**config.mk**
```make
export PLATFORM = sky130hd
export DESIGN_NAME = alarm_entry_fsm
export DESIGN_NICKNAME = d
export VERILOG_FILES = /design/src/rtl/alarm_ctrl_pkg.sv /design/src/rtl/entry_timeout_cnt.sv /design/src/rtl/alarm_entry_fsm.sv
export SDC_FILE = /design/constraint.sdc
export NUM_CORES = 1
export LEC_CHECK = 0
export BUFFER_PORTS_ARGS = -buffer_cell sky130_fd_sc_hd__buf_2
export CAP_MARGIN = 5
export CORE_AREA = 2 2 40 42
export CTS_CLUSTER_SIZE = 40
export DETAILED_ROUTE_END_ITERATION = 10
export DIE_AREA = 0 0 42 44
export PLACE_DENSITY_LB_ADDON = 0.3
export SETUP_SLACK_MARGIN = 0.4
export SYNTH_ARGS = -nofsm -noshare
export SYNTH_HDL_FRONTEND = slang
export SYNTH_SLANG_ARGS = --single-unit
```
**constraint.sdc**
```tcl
create_clock -name clock -period 2.57 [get_ports clock]
set_input_delay 0.771 -clock clock [delete_from_list [all_inputs] [get_ports clock]]
set_output_delay 0.771 -clock clock [all_outputs]
set_load 0.1 [all_outputs]
```
**src/rtl/alarm_ctrl_pkg.sv**
```systemverilog
// Shared definitions for the alarm-clock keypad entry controller:
// state encoding, entry limits and the digit-key qualifier.
package alarm_ctrl_pkg;

    typedef enum logic [2:0] {
        SHOW_TIME  = 3'd0,
        KEY_STORED = 3'd1,
        KEY_WAITED = 3'd2,
        KEY_ENTRY  = 3'd3,
        SHOW_ALARM = 3'd4,
        SET_ALARM  = 3'd5,
        SET_TIME   = 3'd6
    } state_t;

    localparam int TIMEOUT_SECS  = 10;
    localparam int NUM_DIGITS    = 4;
    localparam int KEY_MAX       = 9;
    localparam int DIGIT_CNT_W   = 3;
    localparam int TIMEOUT_CNT_W = 4;

    function automatic logic is_digit(input logic [3:0] k);
        return k <= 4'(KEY_MAX);
    endfunction

endpackage

```
**src/rtl/entry_timeout_cnt.sv**
```systemverilog
// Entry inactivity timer: counts one_second pulses while enabled and flags
// the pulse that completes TIMEOUT_SECS seconds since the last clear.
module entry_timeout_cnt
    import alarm_ctrl_pkg::*;
(
    input  logic clock,
    input  logic reset,
    input  logic clear,
    input  logic enable,
    input  logic one_second,
    output logic timeout
);

    localparam logic [TIMEOUT_CNT_W-1:0] LAST_COUNT = TIMEOUT_CNT_W'(TIMEOUT_SECS - 1);

    logic [TIMEOUT_CNT_W-1:0] count;

    assign timeout = enable && one_second && (count == LAST_COUNT);

    // Holds at LAST_COUNT so a timeout pulse swallowed by a higher-priority
    // transition still expires on the next pulse instead of wrapping.
    always_ff @(posedge clock or negedge reset) begin
        if (!reset) begin
            count <= '0;
        end else if (clear) begin
            count <= '0;
        end else if (enable && one_second && (count != LAST_COUNT)) begin
            count <= count + 1'b1;
        end
    end

endmodule

```
**src/rtl/alarm_entry_fsm.sv**
```systemverilog
// Keypad entry controller for an alarm clock: collects up to four digits and
// commits them to the alarm register or the time counter on a button press.
//
// state      | meaning
// SHOW_TIME  | idle, display shows current time
// KEY_STORED | shift strobe for the pressed digit
// KEY_WAITED | digit taken, waiting for key release
// KEY_ENTRY  | entry in progress, waiting for next key or button
// SHOW_ALARM | display shows alarm time while alarm_button held
// SET_ALARM  | load_new_alarm strobe
// SET_TIME   | load_new_time strobe
module alarm_entry_fsm
    import alarm_ctrl_pkg::*;
(
    input  logic       clock,
    input  logic       reset,
    input  logic       one_second,
    input  logic [3:0] key,
    input  logic       key_valid,
    input  logic       alarm_button,
    input  logic       time_button,
    output logic       shift,
    output logic       load_new_alarm,
    output logic       load_new_time,
    output logic       show_new_time,
    output logic       show_a
);

    state_t                 state;
    state_t                 next_state;
    logic [DIGIT_CNT_W-1:0] digit_cnt;
    logic                   digits_full;
    logic                   timeout;
    logic                   timer_clear;
    logic                   timer_enable;

    assign digits_full  = (digit_cnt == DIGIT_CNT_W'(NUM_DIGITS));
    assign timer_enable = (state == KEY_WAITED) || (state == KEY_ENTRY);
    assign timer_clear  = (state == KEY_STORED) || (next_state == SHOW_TIME);

    entry_timeout_cnt u_timeout (
        .clock      (clock),
        .reset      (reset),
        .clear      (timer_clear),
        .enable     (timer_enable),
        .one_second (one_second),
        .timeout    (timeout)
    );

    always_ff @(posedge clock or negedge reset) begin
        if (!reset) begin
            state <= SHOW_TIME;
        end else begin
            state <= next_state;
        end
    end

    always_ff @(posedge clock or negedge reset) begin
        if (!reset) begin
            digit_cnt <= '0;
        end else if (next_state == SHOW_TIME) begin
            digit_cnt <= '0;
        end else if ((state == KEY_STORED) && !digits_full) begin
            digit_cnt <= digit_cnt + 1'b1;
        end
    end

    // Outputs depend on state only; inputs steer next_state alone.
    always_comb begin
        next_state     = state;
        shift          = 1'b0;
        load_new_alarm = 1'b0;
        load_new_time  = 1'b0;
        show_new_time  = 1'b0;
        show_a         = 1'b0;

        unique case (state)
            SHOW_TIME: begin
                if (alarm_button && !key_valid) begin
                    next_state = SHOW_ALARM;
                end else if (key_valid && is_digit(key)) begin
                    next_state = KEY_STORED;
                end
            end
            KEY_STORED: begin
                shift      = 1'b1;
                next_state = KEY_WAITED;
            end
            KEY_WAITED: begin
                show_new_time = 1'b1;
                if (!key_valid) begin
                    next_state = KEY_ENTRY;
                end else if (timeout) begin
                    next_state = SHOW_TIME;
                end
            end
            KEY_ENTRY: begin
                show_new_time = 1'b1;
                if (alarm_button) begin
                    next_state = digits_full ? SET_ALARM : SHOW_TIME;
                end else if (time_button) begin
                    next_state = digits_full ? SET_TIME : SHOW_TIME;
                end else if (key_valid && is_digit(key)) begin
                    next_state = KEY_STORED;
                end else if (timeout) begin
                    next_state = SHOW_TIME;
                end
            end
            SHOW_ALARM: begin
                show_a = 1'b1;
                if (!alarm_button) begin
                    next_state = SHOW_TIME;
                end
            end
            SET_ALARM: begin
                load_new_alarm = 1'b1;
                next_state     = SHOW_TIME;
            end
            SET_TIME: begin
                load_new_time = 1'b1;
                next_state    = SHOW_TIME;
            end
            default: begin
                next_state = SHOW_TIME;
            end
        endcase
    end

endmodule

```
After elaboration in Yosys (flattened, before gate mapping)
Cells that the tools add are included.
{"block": "word_totals", "reg_bits": 10, "latchBits": 0, "mem_bits_rw": 0, "romBits": 0, "input_bits": 10, "out_inout_bits": 5, "wordCells": 50, "memories": 0}
{"block": "classes", "n_addsub": 2, "mul": 0, "div": 0, "magnitude_cmp": 1, "eq_ne": 9, "shift": 0, "mux": 20, "n_bitwise": 0, "reduce_logical": 15}
{"op": "$mux 3", "count": 12}
{"op": "$pmux 3 s5", "count": 1}
{"op": "$eq 3x3->1 const B", "count": 4}
{"op": "$mux 4", "count": 2}
{"op": "$eq 3x2->1 const B", "count": 2}
{"op": "$logic_and 1x1->1", "count": 6}
{"op": "$logic_not 3->1", "count": 2}
{"op": "$mux 1", "count": 5}
{"op": "$add 4x1->4 const B", "count": 1}
{"op": "$eq 4x4->1 const B", "count": 1}
{"op": "$le 4x4->1 const B", "count": 1}
{"op": "$ne 4x4->1 const B", "count": 1}
{"op": "$reduce_bool 2->1", "count": 2}
{"op": "$add 3x1->3 const B", "count": 1}
{"op": "$eq 3x1->1 const B", "count": 1}
{"op": "$logic_not 1->1", "count": 2}
{"op": "$logic_or 1x1->1", "count": 2}
{"op": "$reduce_or 2->1", "count": 1}

Depth between registers and ports, before layout
{"block": "logic_depth", "depth_word": 12, "mapped_depth": 7, "ltp_nobuf": 7}

By module
From an unflattened synthesis, not the netlist that was laid out.
{"block": "unflattened", "cells_unflattened": 80, "area_unflattened_um2": 699.4}
{"mod": "alarm_entry_fsm", "instances": 1, "cells_each": 54, "area_each_um2": 465.4}
{"mod": "entry_timeout_cnt", "instances": 1, "cells_each": 26, "area_each_um2": 234.0}

Worst setup path before layout
No wires, ideal clock.
{"block": "synth_path", "kind": "reg-to-output", "start": "register state[2]", "end": "output port show_a", "t_arrival_ns": 2.598, "required_ns": 1.799, "setup_slack_ns": -0.799, "stages_incl_launch_ff": 3, "path_cell_list": "dfrtp_1 > inv_1 > nor3_1"}
{"block": "synth_via", "elab_chain_len": 2}
{"element": "start: declaration", "line_no": "alarm_entry_fsm.sv:29", "rtl": "state_t state;"}
{"element": "start signal: assignment", "line_no": "alarm_entry_fsm.sv:54", "rtl": "state <= next_state;"}
{"element": "$eq 3x3->1", "line_no": "alarm_entry_fsm.sv:77", "rtl": "unique case (state)"}
{"element": "$mux 1", "line_no": "alarm_entry_fsm.sv:77"}
{"element": "end: declaration", "line_no": "alarm_entry_fsm.sv:26", "rtl": "output logic show_a"}
No other way between the ends.

Worst setup path in the final report
Ends and elaborated chain as after synthesis.

==> flow_summary.json <==
{
  "synth_compound_gate_area_share": 0.178,
  "cts_root_buf": "clkbuf_4",
  "drive_gt1_frac": 0.400,
  "syn_nets": 91,
  "min_period_over_period": 0.821,
  "rsz0062_at_grt": "false",
  "rows": 14,
  "synth-seq-area-share": 0.329,
  "viasPerCell": 5.71,
  "arrival_ps": 1340,
  "power.density_nw_per_um2": 1060,
  "overflow": 0,
  "drc": 0,
  "grt_pass1_vias": 576,
  "reg2reg_to": "u_timeout.count[0]",
  "synth-edff-count": 0,
  "path_max_fanout": 8,
  "fp.dieW_microns": 42,
  "numCtsBuffers": 3,
  "worst_r2r_path_depth": 7,
  "leakage_nw": 0.439,
  "yosysWarningCount": 0,
  "gp_congestion": 0.777,
  "pin_count": 15,
  "synth_simple_gate_area_frac": 0.315,
  "synth.most_common_cell": "dfrtp_1",
  "vias": 634,
  "dp_hpwl_mm": 1.11,
  "synth_adder_area_share": 0.0659,
  "synth_mux_area_frac": 0,
  "cts_tree": "done",
  "wl_mm": 1.48,
  "cp-start-kind": "flip-flop",
  "vdd_drop_max_mv": 0.693,
  "fin_nets": 111,
  "area_delta_synth_final_pct": 23.4,
  "initial_core_util": 0.535,
  "ys_ff_latch": 10,
  "critPathKind": "flip-flop to primary output",
  "synth-async-reset-ratio": 1.00,
  "track_usage": 0.189,
  "dp_worst_setup_slack_ps": 379,
  "grt_pass1_wl_mm": 2.53,
  "synth.cells.most_frequent": "dfrtp_1 (10), inv_1 (7), a21oi_1 (5), nor3_1 (5)",
  "coreArea_sq_um": 1420,
  "initialDrtViolationCount": 5,
  "ant_nets": 0,
  "syn_area_sq_um": 759,
  "cts_buffer_depth": 2,
  "synth_area_leaders": "dfrtp_1 (33%), ha_1 (6.6%), inv_1 (3.5%)",
  "die_h_microns": 44,
  "wire_per_inst_microns": 13.3,
  "slew_headroom": 0.667,
  "finalMaxSlewViolations": 0,
  "synth_area_leader_cell": "dfrtp_1",
  "antenna_cells": 0,
  "fmax_mhz": 474,
  "setup_ws_ps": 459,
  "setup_tns_ps": 0,
  "synth_top_family_by_area": "simple AND/OR/NAND/NOR gates",
  "htreeDepth": 1,
  "cts.clk_slew.worst_paths_ps": 60,
  "critPathRequiredTime_ps": 1800,
  "synth_xor_area_frac": 0.0461,
  "first_pass_iters": 4,
  "r2r_setup_slack_ps": 600,
  "synth_area_per_cell_sq_um": 9.86,
  "fin_skew_ps": 1.37,
  "yosysUniqueCellTypes": 35,
  "hold_viol_final": 0,
  "grt_start_max_net_pins": 11,
  "startpoint": "state[2]",
  "hold_path.class": "input port to asynchronous set/reset pin",
  "min_period_ps": 2110,
  "die-area_sq_um": 1850,
  "antenna_found_initial": 0,
  "hold_buffers": 0,
  "synth.top_cell.area_share": 0.329,
  "maxCapViolations": 0,
  "status": "finished clean",
  "portBuffers": 13,
  "rr_startpoint": "u_timeout.count[1]",
  "endpoint_kind": "primary output",
  "setup_viol": 0,
  "clock_latency_ps": 260,
  "synthCells": 77,
  "tightestPinTransition_ps": 495,
  "cts_sinks": 10,
  "synth_ff_type": "dfrtp_1"
}
[sequential cells by signal, indices dropped and copies added (netlist names)]
name / cells
u_timeout.count: 4
digit_cnt: 3
state: 3
[critical path, cell delays in order (launching register included)]
cell and delay (ps):
dfrtp_1 480, inv_2 120, nor3_4 180, buf_4 300
[timing repair]
| item | in CTS | in global routing |
|---|---|---|
| setup buffers | 0 | 4 |
| setup endpoints to repair | 5 | 5 |
| resized for setup | 8 | 4 |
| pin swaps | 0 | 0 |
[layout make-up]
type | count | area [sq um]
multi-input cells | 57 | 473
fillers | 113 | 482
clock buffers | 3 | 22.5
flip-flops and latches | 10 | 253
inverters | 7 | 26.3
well taps | 16 | 20.0
repair buffers | 18 | 143
[cells in the final DEF, fill, tap and decap left out, drive strengths merged, types with 2 or more instances in the layout]
master  count
a21oi       5
xor2        3
buf        18
o21ai       2
nor2b       3
nand3       3
dfrtp      10
inv         7
and2        5
nor3        6
nand3b      2
nand2       3
clkbuf      3
ha          4
nor2        4
nor4b       2
[logic make-up (layout without fill, tap and decap cells)]
| family | count (synthesis) | count (layout) |
|---|---|---|
| flops | 10 | 10 |
| fa+ha+maj | 4 | 4 |
| compound gates | 15 | 15 |
| buf+inv | 10 | 28 |
| simple gates | 34 | 34 |
| xor+xnor | 4 | 4 |
[worst max-delay path by stage]
stage / endpoint / slack, ps / cells after the start
after CTS: load_new_alarm / 380 / 3
after global routing: show_a / 400 / 3
after global placement: digit_cnt[0] / 390 / 6
after floorplan: u_timeout.count[0] / 440 / 6
final: show_a / 460 / 3
after detailed placement: u_timeout.count[0] / 380 / 6
[routing by layer]
| metal | track usage | wire length (microns) | vias up |
|---|---|---|---|
| met5 | 0 | 0 | - |
| met4 | 0.194 | 92 | 0 |
| met3 | 0.0375 | 69 | 11 |
| met2 | 0.281 | 653 | 18 |
| met1 | 0.223 | 661 | 292 |
| li1 | - | - | 313 |
[report_power, final]
| group | internal, mW | switching [mW] |
|---|---|---|
| Clock | 0.0538 | 0.0479 |
| Sequential | 0.203 | 0.0570 |
| Combinational | 0.249 | 0.387 |
[stage by stage]
step | instance area (sq um) | std cells | total power [mW] | util | hold WS (ps)
detailed placement | 855 | 104 | 0.819 | 0.602 | 548
global placement | 855 | 104 | 0.807 | 0.602 | 535
finish | 937 | 111 | 0.998 | 0.660 | 359
CTS | 896 | 107 | 0.945 | 0.631 | 352
floorplan | 771 | 77 | 0.726 | - | 475
global route | 937 | 111 | 1.07 | 0.660 | 362
Note: power is estimated with default switching activity, not from simulation.
